<file path="src/rtl/serial_link_pkg.sv">
// Shared definitions for the serial link: aligner state encoding,
// the default sync word used by the transmit framer, and counter widths.
package serial_link_pkg;

  typedef enum logic [1:0] {
    HUNT   = 2'd0,
    VERIFY = 2'd1,
    LOCKED = 2'd2
  } align_state_e;

  localparam logic [7:0] SYNC_WORD_DEFAULT = 8'hBC;

  localparam int PERIOD_CNT_W = 8;
  localparam int GOOD_CNT_W   = 4;
  localparam int MISS_RUN_W   = 4;

endpackage

</file>
<file path="src/rtl/serial_rx_sync_detect.sv">
// Combinational matcher: tests all 8 bit offsets of the 16-bit window
// against the sync word and reports the lowest matching offset.
module serial_rx_sync_detect
  import serial_link_pkg::*;
(
  input  logic [15:0] window,
  input  logic [7:0]  sync_word,
  output logic        hit,
  output logic [2:0]  hit_offset
);

  // Scan from the top down so the lowest matching offset is written last.
  always_comb begin
    hit        = 1'b0;
    hit_offset = 3'd0;
    for (int i = 7; i >= 0; i--) begin
      if (window[i +: 8] == sync_word) begin
        hit        = 1'b1;
        hit_offset = 3'(i);
      end
    end
  end

endmodule

</file>
<file path="src/rtl/serial_rx_align.sv">
// Receive word aligner: hunts for the periodic sync word, qualifies lock
// over several sync periods and delivers byte-aligned words while locked.
module serial_rx_align
  import serial_link_pkg::*;
#(
  parameter logic [7:0] SYNC_WORD    = SYNC_WORD_DEFAULT,
  parameter int         SYNC_PERIOD  = 16,
  parameter int         LOCK_COUNT   = 3,
  parameter int         UNLOCK_COUNT = 4
) (
  input  logic        clk,
  input  logic        reset_n,
  input  logic [7:0]  data_in,
  output logic [7:0]  data_out,
  output logic        data_valid,
  output logic        sync_flag,
  output logic        locked,
  output logic [2:0]  offset,
  output logic [15:0] miss_count
);

  localparam logic [PERIOD_CNT_W-1:0] PERIOD_LAST = PERIOD_CNT_W'(SYNC_PERIOD);
  localparam logic [GOOD_CNT_W-1:0]   GOOD_LAST   = GOOD_CNT_W'(LOCK_COUNT);
  localparam logic [MISS_RUN_W-1:0]   MISS_LAST   = MISS_RUN_W'(UNLOCK_COUNT);

  align_state_e              state, state_next;
  logic [7:0]                data_prev;
  logic [15:0]               window;
  logic [7:0]                aligned;
  logic                      det_hit;
  logic [2:0]                det_offset;
  logic [PERIOD_CNT_W-1:0]   period_cnt, period_cnt_next;
  logic [GOOD_CNT_W-1:0]     good_cnt, good_cnt_next;
  logic [MISS_RUN_W-1:0]     miss_run, miss_run_next;
  logic [2:0]                offset_next;
  logic [15:0]               miss_count_next;
  logic                      at_boundary;
  logic                      aligned_match;
  logic                      valid_next;
  logic                      sync_next;

  // data_prev holds the earlier bits, so the window reads oldest bit first.
  assign window        = {data_in, data_prev};
  assign aligned       = window[offset +: 8];
  assign at_boundary   = (state != HUNT) && (period_cnt == PERIOD_LAST);
  assign aligned_match = (aligned == SYNC_WORD);

  serial_rx_sync_detect u_sync_detect (
    .window     (window),
    .sync_word  (SYNC_WORD),
    .hit        (det_hit),
    .hit_offset (det_offset)
  );

  always_ff @(posedge clk) begin
    if (!reset_n) begin
      state      <= HUNT;
      period_cnt <= '0;
      good_cnt   <= '0;
      miss_run   <= '0;
      offset     <= '0;
      miss_count <= '0;
      data_prev  <= '0;
      data_out   <= '0;
      data_valid <= 1'b0;
      sync_flag  <= 1'b0;
      locked     <= 1'b0;
    end else begin
      state      <= state_next;
      period_cnt <= period_cnt_next;
      good_cnt   <= good_cnt_next;
      miss_run   <= miss_run_next;
      offset     <= offset_next;
      miss_count <= miss_count_next;
      data_prev  <= data_in;
      data_out   <= aligned;
      data_valid <= valid_next;
      sync_flag  <= sync_next;
      locked     <= valid_next;
    end
  end

  always_comb begin
    state_next      = state;
    period_cnt_next = period_cnt + 1'b1;
    good_cnt_next   = good_cnt;
    miss_run_next   = miss_run;
    offset_next     = offset;
    miss_count_next = miss_count;
    case (state)
      HUNT: begin
        period_cnt_next = period_cnt;
        if (det_hit) begin
          state_next      = VERIFY;
          offset_next     = det_offset;
          period_cnt_next = PERIOD_CNT_W'(1);
          good_cnt_next   = '0;
        end
      end
      VERIFY: begin
        if (at_boundary) begin
          if (aligned_match) begin
            period_cnt_next = PERIOD_CNT_W'(1);
            good_cnt_next   = good_cnt + 1'b1;
            if (good_cnt_next == GOOD_LAST) begin
              state_next    = LOCKED;
              miss_run_next = '0;
            end
          end else begin
            state_next = HUNT;
          end
        end
      end
      LOCKED: begin
        // A miss still wraps the period so the expected position is kept.
        if (at_boundary) begin
          period_cnt_next = PERIOD_CNT_W'(1);
          if (aligned_match) begin
            miss_run_next = '0;
          end else begin
            miss_run_next = miss_run + 1'b1;
            if (miss_count != 16'hFFFF) miss_count_next = miss_count + 16'd1;
            if (miss_run_next == MISS_LAST) state_next = HUNT;
          end
        end
      end
      default: state_next = HUNT;
    endcase
  end

  // data_valid has no ready: the consumer must take every word while it is high.
  always_comb begin
    valid_next = (state_next == LOCKED);
    sync_next  = valid_next && at_boundary && aligned_match;
  end

endmodule

</file>
<file path="config.mk">
export PLATFORM = sky130hd
export DESIGN_NAME = serial_rx_align
export DESIGN_NICKNAME = d
export VERILOG_FILES = /design/src/rtl/serial_link_pkg.sv /design/src/rtl/serial_rx_sync_detect.sv /design/src/rtl/serial_rx_align.sv
export SDC_FILE = /design/constraint.sdc
export NUM_CORES = 1
export LEC_CHECK = 0
export ABC_CLOCK_PERIOD_IN_PS = 2900
export BUFFER_PORTS_ARGS = -buffer_cell sky130_fd_sc_hd__buf_2
export CAP_MARGIN = 0
export CORE_UTILIZATION = 52
export CTS_BUF_LIST = sky130_fd_sc_hd__clkbuf_16
export DETAILED_ROUTE_END_ITERATION = 8
export PLACE_DENSITY = 0.75
export SETUP_SLACK_MARGIN = 0.02
export SYNTH_ARGS = -nofsm -noshare
export SYNTH_HDL_FRONTEND = slang
export SYNTH_SLANG_ARGS = --single-unit
</file>
<file path="constraint.sdc">
create_clock -name clk -period 2.9 [get_ports clk]
set_clock_uncertainty 0.1 [all_clocks]
set_input_delay 0.58 -clock clk [delete_from_list [all_inputs] [get_ports clk]]
set_output_delay 0.58 -clock clk [all_outputs]
set_load 0.05 [all_outputs]
</file>
==> impl_metrics.env, run 1 <==
export IMPL_synth_yosys_seq_area_share_pct=33.06
export IMPL_clock_path_buffers=2
export IMPL_htree_levels=2
export IMPL_worst_setup_path_start_kind="flop"
export IMPL_synth_top_cell_area_share_pct=33.06
export IMPL_crit_arrival_ps=2890
export IMPL_grt_pass1_vias=2919
export IMPL_coreArea_um2=6061
export IMPL_drt_pass1_iterations=4
export IMPL_cts_buffers=5
export IMPL_worstHoldStart="period_cnt[7]"
export IMPL_holdBufCountCts=0
export IMPL_post_drt_wl_per_cell_um=15.10
export IMPL_timing_rr_start="offset[0]"
export IMPL_max_freq_mhz=358.7
export IMPL_power_leakage_nw=1.482
export IMPL_hold_viol_final=0
export IMPL_start_util_pct=54.95
export IMPL_cts_sinks=55
export IMPL_timing_rr_end="state[0]"
export IMPL_relSlewSlack_pct=64.69
export IMPL_fp_dieW_um=82.03
export IMPL_power_total_mw=1.527
export IMPL_path_max_fanout=9
export IMPL_die_h_um=82.03
export IMPL_whs_path_depth=2
export IMPL_post_route_period_util_pct=96.15
export IMPL_slew_violations=0
export IMPL_whs_ps=383.5
export IMPL_grt_usage_pct=25.02
export IMPL_drc=0
export IMPL_fillers=516
export IMPL_totalWireLength_um=7956
export IMPL_worst_pin_slew_ps=524.2
export IMPL_drv_cap=0
export IMPL_drt_iter0_drc=164
export IMPL_diodes=0
export IMPL_dp_hpwl_um=5903
export IMPL_post_cts_buffers=0
export IMPL_synth_edf_count=0
export IMPL_startpoint="offset[0]"
export IMPL_synth_most_common_cell="dfxtp_1"
export IMPL_r2r_slack_ps=110
export IMPL_die_area_um2=6729
export IMPL_place_gp_congestion=0.9416
export IMPL_clk_transition_reported_paths_ps=70
export IMPL_grt_max_degree=30
export IMPL_utilization_pct=64.99
export IMPL_cts_tree="done"
export IMPL_io_pins=40
export IMPL_finalSetupViolCount=0
export IMPL_async_reset_ff_share_pct=0
export IMPL_grt_pass1_wl_um=13100
export IMPL_power_density_nw_per_um2=387.7
export IMPL_synth_area_per_cell_um2=8.475
export IMPL_yosysTopAreaCell="dfxtp_1"
export IMPL_dpl_cell_area_um2=3776
export IMPL_nets=468
export IMPL_clk_latency_ps=290
export IMPL_syn_inst=393
export IMPL_antenna_found_initial=0
export IMPL_row_count=28
export IMPL_overflow=0
export IMPL_num_vias=3184
export IMPL_rr_worst_depth=7
export IMPL_syn_num_nets=410
export IMPL_viasPerCell=6.042
export IMPL_fin_area_um2=3939
export IMPL_drive_gt1_share_pct=23.67
export IMPL_syn_cell_area_um2=3331
export IMPL_critical_path_endpoint_type="flop"
export IMPL_ys_ff_latch=55
export IMPL_port_buffers=39
export IMPL_status="completed"
export IMPL_vdd_drop_max_mv=0.2582
export IMPL_ant_nets=0
export IMPL_min_to="period_cnt[7]"
export IMPL_rsz0062_at_grt="false"
export IMPL_synthTopCellsByArea="dfxtp_1 33%, mux2i_1 5.4%, a21oi_1 5.1%, mux4_2 4.1%, nand2_1 3.7%"
export IMPL_synthToLayoutAreaGrowth_pct=18.26
export IMPL_worstPathRequired_ps=3000
export IMPL_synth_common_cells="55 x dfxtp_1, 34 x a21oi_1, 33 x nand2_1, 24 x nor2_1, 18 x mux2i_1"
export IMPL_ys_types=59
export IMPL_hold_class="flop to flop"
export IMPL_yosys_warnings=0
export IMPL_synth_main_ff_cell="dfxtp_1"
export IMPL_cts_root_buf="clkbuf_16"
export IMPL_path_class="flop to flop"
export IMPL_period_minus_slack_ps=2788
-- worst max-delay path by stage --
stage                     slack (ps)   endpoint  cells after the start
after floorplan                    9  sync_flag                      8
after global placement           -80   state[0]                      8
after detailed placement        -170   state[0]                      8
after CTS                         50   state[0]                      7
after global routing              20   state[0]                      7
final                            110   state[0]                      7
-- repair_timing --
| action | 4_1_cts | 5_1_grt |
|---|---|---|
| hold endpoints to repair | 0 | 0 |
| setup endpoints to repair | 0 | 3 |
| resized for setup | 0 | 4 |
-- worst max-delay path, stage by stage (launching register included) --
cell,delay (ps)
dfxtp_4,430
mux4_2,540
o221a_2,150
or4b_4,520
or3_4,370
buf_4,150
o211a_1,220
nor4_2,220
-- kinds of logic after synthesis --
group           Yosys count  synth area share, %
xor+xnor                  4                1.052
buf+inv                  33                4.470
compound gates           92                18.45
simple gates            172                28.85
flops                    55                33.06
fa+ha+maj                 7                2.629
mux                      30                11.49
-- report_power, final --
group          leakage, nW  switching, mW  internal (mW)
sequential           0.448        0.00986          0.767
clock               0.0718          0.273          0.320
combinational        0.963         0.0950         0.0632
total                 1.48          0.378           1.15
-- flip-flops by register name (all words and copies together), names as in the netlist --
name	count
period_cnt	8
data_prev	8
locked	1
miss_count	16
sync_flag	1
offset	3
good_cnt	4
miss_run	4
data_out	8
state	2
-- metal layers --
metal / up-vias / GRT usage (%) / wire length [µm]
met2: 70 / 45.12 / 4005
li1: 1590 / - / -
met5: - / 0 / 0
met4: 0 / 6.140 / 91
met3: 9 / 3.667 / 273
met1: 1515 / 30.92 / 3586
-- through the flow --
stage | worst slack [ps] | instances | setup TNS, ps
after floorplan | 9.265 | 393 | 0
final | 111.8 | 527 | 0
after detailed placement | -168.1 | 519 | -402.2
after global placement | -79.06 | 519 | -203.4
after CTS | 49.33 | 527 | 0
after global routing | 23.64 | 527 | 0
-- layout by cell type, fill, tap and decap left out, types with 3 or more instances in the layout --
cell / n
a21oi_1: 33
and2_1: 13
and3_1: 5
buf_2: 39
buf_4: 34
clkbuf_16: 5
dfxtp_1: 53
ha_1: 7
inv_1: 10
mux2_2: 6
mux2i_1: 18
mux4_2: 6
nand2_1: 33
nand2b_1: 10
nand3_1: 16
nand3b_1: 3
nand4_1: 12
nand4b_1: 4
nor2_1: 24
nor3_1: 11
nor4bb_1: 3
o211ai_1: 6
o21ai_0: 17
o31ai_1: 6
o41ai_1: 3
or2_2: 4
or3_1: 13
or4_1: 5
xor2_1: 3
-- layout make-up --
cell class / count / area (µm²) / share of cell area [%]
well taps: 75 / 93.84 / 2.382
flip-flops and latches: 55 / 1106 / 28.08
repair buffers: 74 / 461.7 / 11.72
inverters: 10 / 37.54 / 0.9530
clock inverters: 3 / 18.77 / 0.4765
clock buffers: 5 / 125.1 / 3.177
multi-input cells: 305 / 2096 / 53.21
(Power assumes the default switching activity.)
==> inputs of run 2 (changes only) <==
--- a/config.mk
+++ b/config.mk
@@ -8,10 +8,9 @@
 export ABC_CLOCK_PERIOD_IN_PS = 2900
 export BUFFER_PORTS_ARGS = -buffer_cell sky130_fd_sc_hd__buf_2
 export CAP_MARGIN = 0
-export CORE_UTILIZATION = 52
+export CORE_UTILIZATION = 40
 export CTS_BUF_LIST = sky130_fd_sc_hd__clkbuf_16
 export DETAILED_ROUTE_END_ITERATION = 8
-export PLACE_DENSITY = 0.75
 export SETUP_SLACK_MARGIN = 0.02
 export SYNTH_ARGS = -nofsm -noshare
 export SYNTH_HDL_FRONTEND = slang
==> impl_metrics.env, run 2 (synthesis gave the netlist of run 1 again) <==
export IMPL_status="completed"
export IMPL_drive_gt1_share_pct=22.89
export IMPL_die_h_um=93.25
export IMPL_crit_arrival_ps=2850
export IMPL_critical_path_endpoint_type="flop"
export IMPL_max_freq_mhz=363.2
export IMPL_utilization_pct=50.57
export IMPL_hold_class="flop to flop"
export IMPL_cts_root_buf="clkbuf_16"
export IMPL_whs_ps=381.0
export IMPL_drc=0
export IMPL_die_area_um2=8696
export IMPL_io_pins=40
export IMPL_post_route_period_util_pct=94.93
export IMPL_relSlewSlack_pct=54.55
export IMPL_place_gp_congestion=0.9083
export IMPL_fillers=775
export IMPL_path_max_fanout=8
export IMPL_totalWireLength_um=8094
export IMPL_p_clk_share_pct=42.0
export IMPL_grt_pass1_vias=2901
export IMPL_min_to="period_cnt[7]"
export IMPL_row_count=32
export IMPL_cts_tree="done"
export IMPL_rr_worst_depth=7
export IMPL_power_density_nw_per_um2=403.1
export IMPL_internal_power_mw=1.232
export IMPL_coreArea_um2=7888
export IMPL_p_sw_share_pct=23.38
export IMPL_power_frac_seq_pct=48.4
export IMPL_drv_cap=0
export IMPL_fin_cells=552
export IMPL_grt_usage_pct=19.36
export IMPL_post_drt_wl_per_cell_um=14.66
export IMPL_timing_rr_start="offset[0]"
export IMPL_vdd_drop_max_mv=0.2780
export IMPL_worst_pin_slew_ps=676.6
export IMPL_worstPathRequired_ps=3000
export IMPL_cts_sinks=55
export IMPL_hold_viol_final=0
export IMPL_num_vias=3119
export IMPL_whs_path_depth=2
export IMPL_fin_setup_tns_ps=0
export IMPL_htree_levels=2
export IMPL_clk_latency_ps=290
export IMPL_largest_register_ffs=16
export IMPL_ant_nets=0
export IMPL_nets=466
export IMPL_synthToLayoutAreaGrowth_pct=19.76
export IMPL_clk_transition_reported_paths_ps=70
export IMPL_drt_pass1_iterations=4
export IMPL_dpl_cell_area_um2=3820
export IMPL_p_comb_share_pct=9.6
export IMPL_largest_register="miss_count"
export IMPL_period_minus_slack_ps=2753
export IMPL_viasPerCell=5.650
export IMPL_fin_area_um2=3989
export IMPL_start_util_pct=42.23
export IMPL_clock_path_buffers=2
export IMPL_fp_dieW_um=93.25
export IMPL_power_switching_uw=376.0
export IMPL_timing_rr_end="state[0]"
export IMPL_dp_cells=544
export IMPL_overflow=0
export IMPL_grt_pass1_wl_um=13610
export IMPL_worstHoldStart="period_cnt[7]"
export IMPL_port_buffers=39
export IMPL_drt_iter0_drc=145
export IMPL_antenna_found_initial=0
export IMPL_r2r_slack_ps=150
export IMPL_diodes=0
export IMPL_slew_violations=0
export IMPL_finalSetupViolCount=0
export IMPL_final_cell_mix="53 x dfxtp_1, 39 x buf_2, 34 x a21oi_1"
export IMPL_path_class="flop to flop"
export IMPL_worst_setup_path_start_kind="flop"
export IMPL_layout_commonest_cell="dfxtp_1"
export IMPL_power_leakage_nw=1.490
export IMPL_grt_max_degree=30
export IMPL_rsz0062_at_grt="false"
export IMPL_cts_buffers=5
export IMPL_dp_hpwl_um=5885
-- run 2: layer usage --
layer	up-vias	global-route usage, %	wire, µm
met5	-	0	0
met4	0	3.846	48
li1	1585	-	-
met2	67	33.39	3838
met3	4	2.927	275
met1	1463	25.60	3931
-- run 2: critical path, stage by stage (launching register included) --
cell and delay (ps):
dfxtp_4 430, mux4_2 540, o221a_2 150, or4b_4 510, or3_4 370, buf_4 160
o211a_1 210, nor4_1 190
-- run 2: worst max-delay path by stage --
stage,start,to,slack (ps),cells after the start
after CTS,offset[0],state[0],80,7
final,offset[0],state[0],150,7
after global routing,offset[0],state[0],40,8
after detailed placement,data_in[0],state[0],-120,8
after global placement,data_in[0],state[0],-80,8
after floorplan,offset[0],sync_flag,9,8
-- run 2: layout make-up --
cell class	count	area (µm²)	share of cell area [%]
sequential	55	1106	27.73
inverter	10	37.54	0.9410
multi-input combinational	305	2086	52.29
clock inverter	3	38.79	0.9724
tap	102	127.6	3.199
clock buffer	5	125.1	3.137
timing repair buffer	72	467.9	11.73
-- run 2: stage by stage --
stage	total power, mW	worst slack (ps)
2_1_floorplan	0.8893	9.265
3_3_place_gp	0.9480	-83.52
3_5_place_dp	0.9493	-123.2
4_1_cts	1.625	83.30
5_1_grt	1.677	42.02
6_report	1.608	147.1
-- run 2: power groups by stage --
stage | registers, mW | logic [mW] | clock network, mW
floorplan | 0.812 | 0.0775 | 0
detailed placement | 0.796 | 0.154 | 0
CTS | 0.778 | 0.154 | 0.693
global placement | 0.795 | 0.153 | 0
global route | 0.780 | 0.168 | 0.730
finish | 0.778 | 0.154 | 0.676
-- run 2: repair_timing --
item | in CTS | in global routing
endpoints found under the hold margin | 0 | 0
setup endpoints to repair | 0 | 1
setup buffers | 0 | 0
resized for setup | 0 | 1
hold buffers | 0 | 0
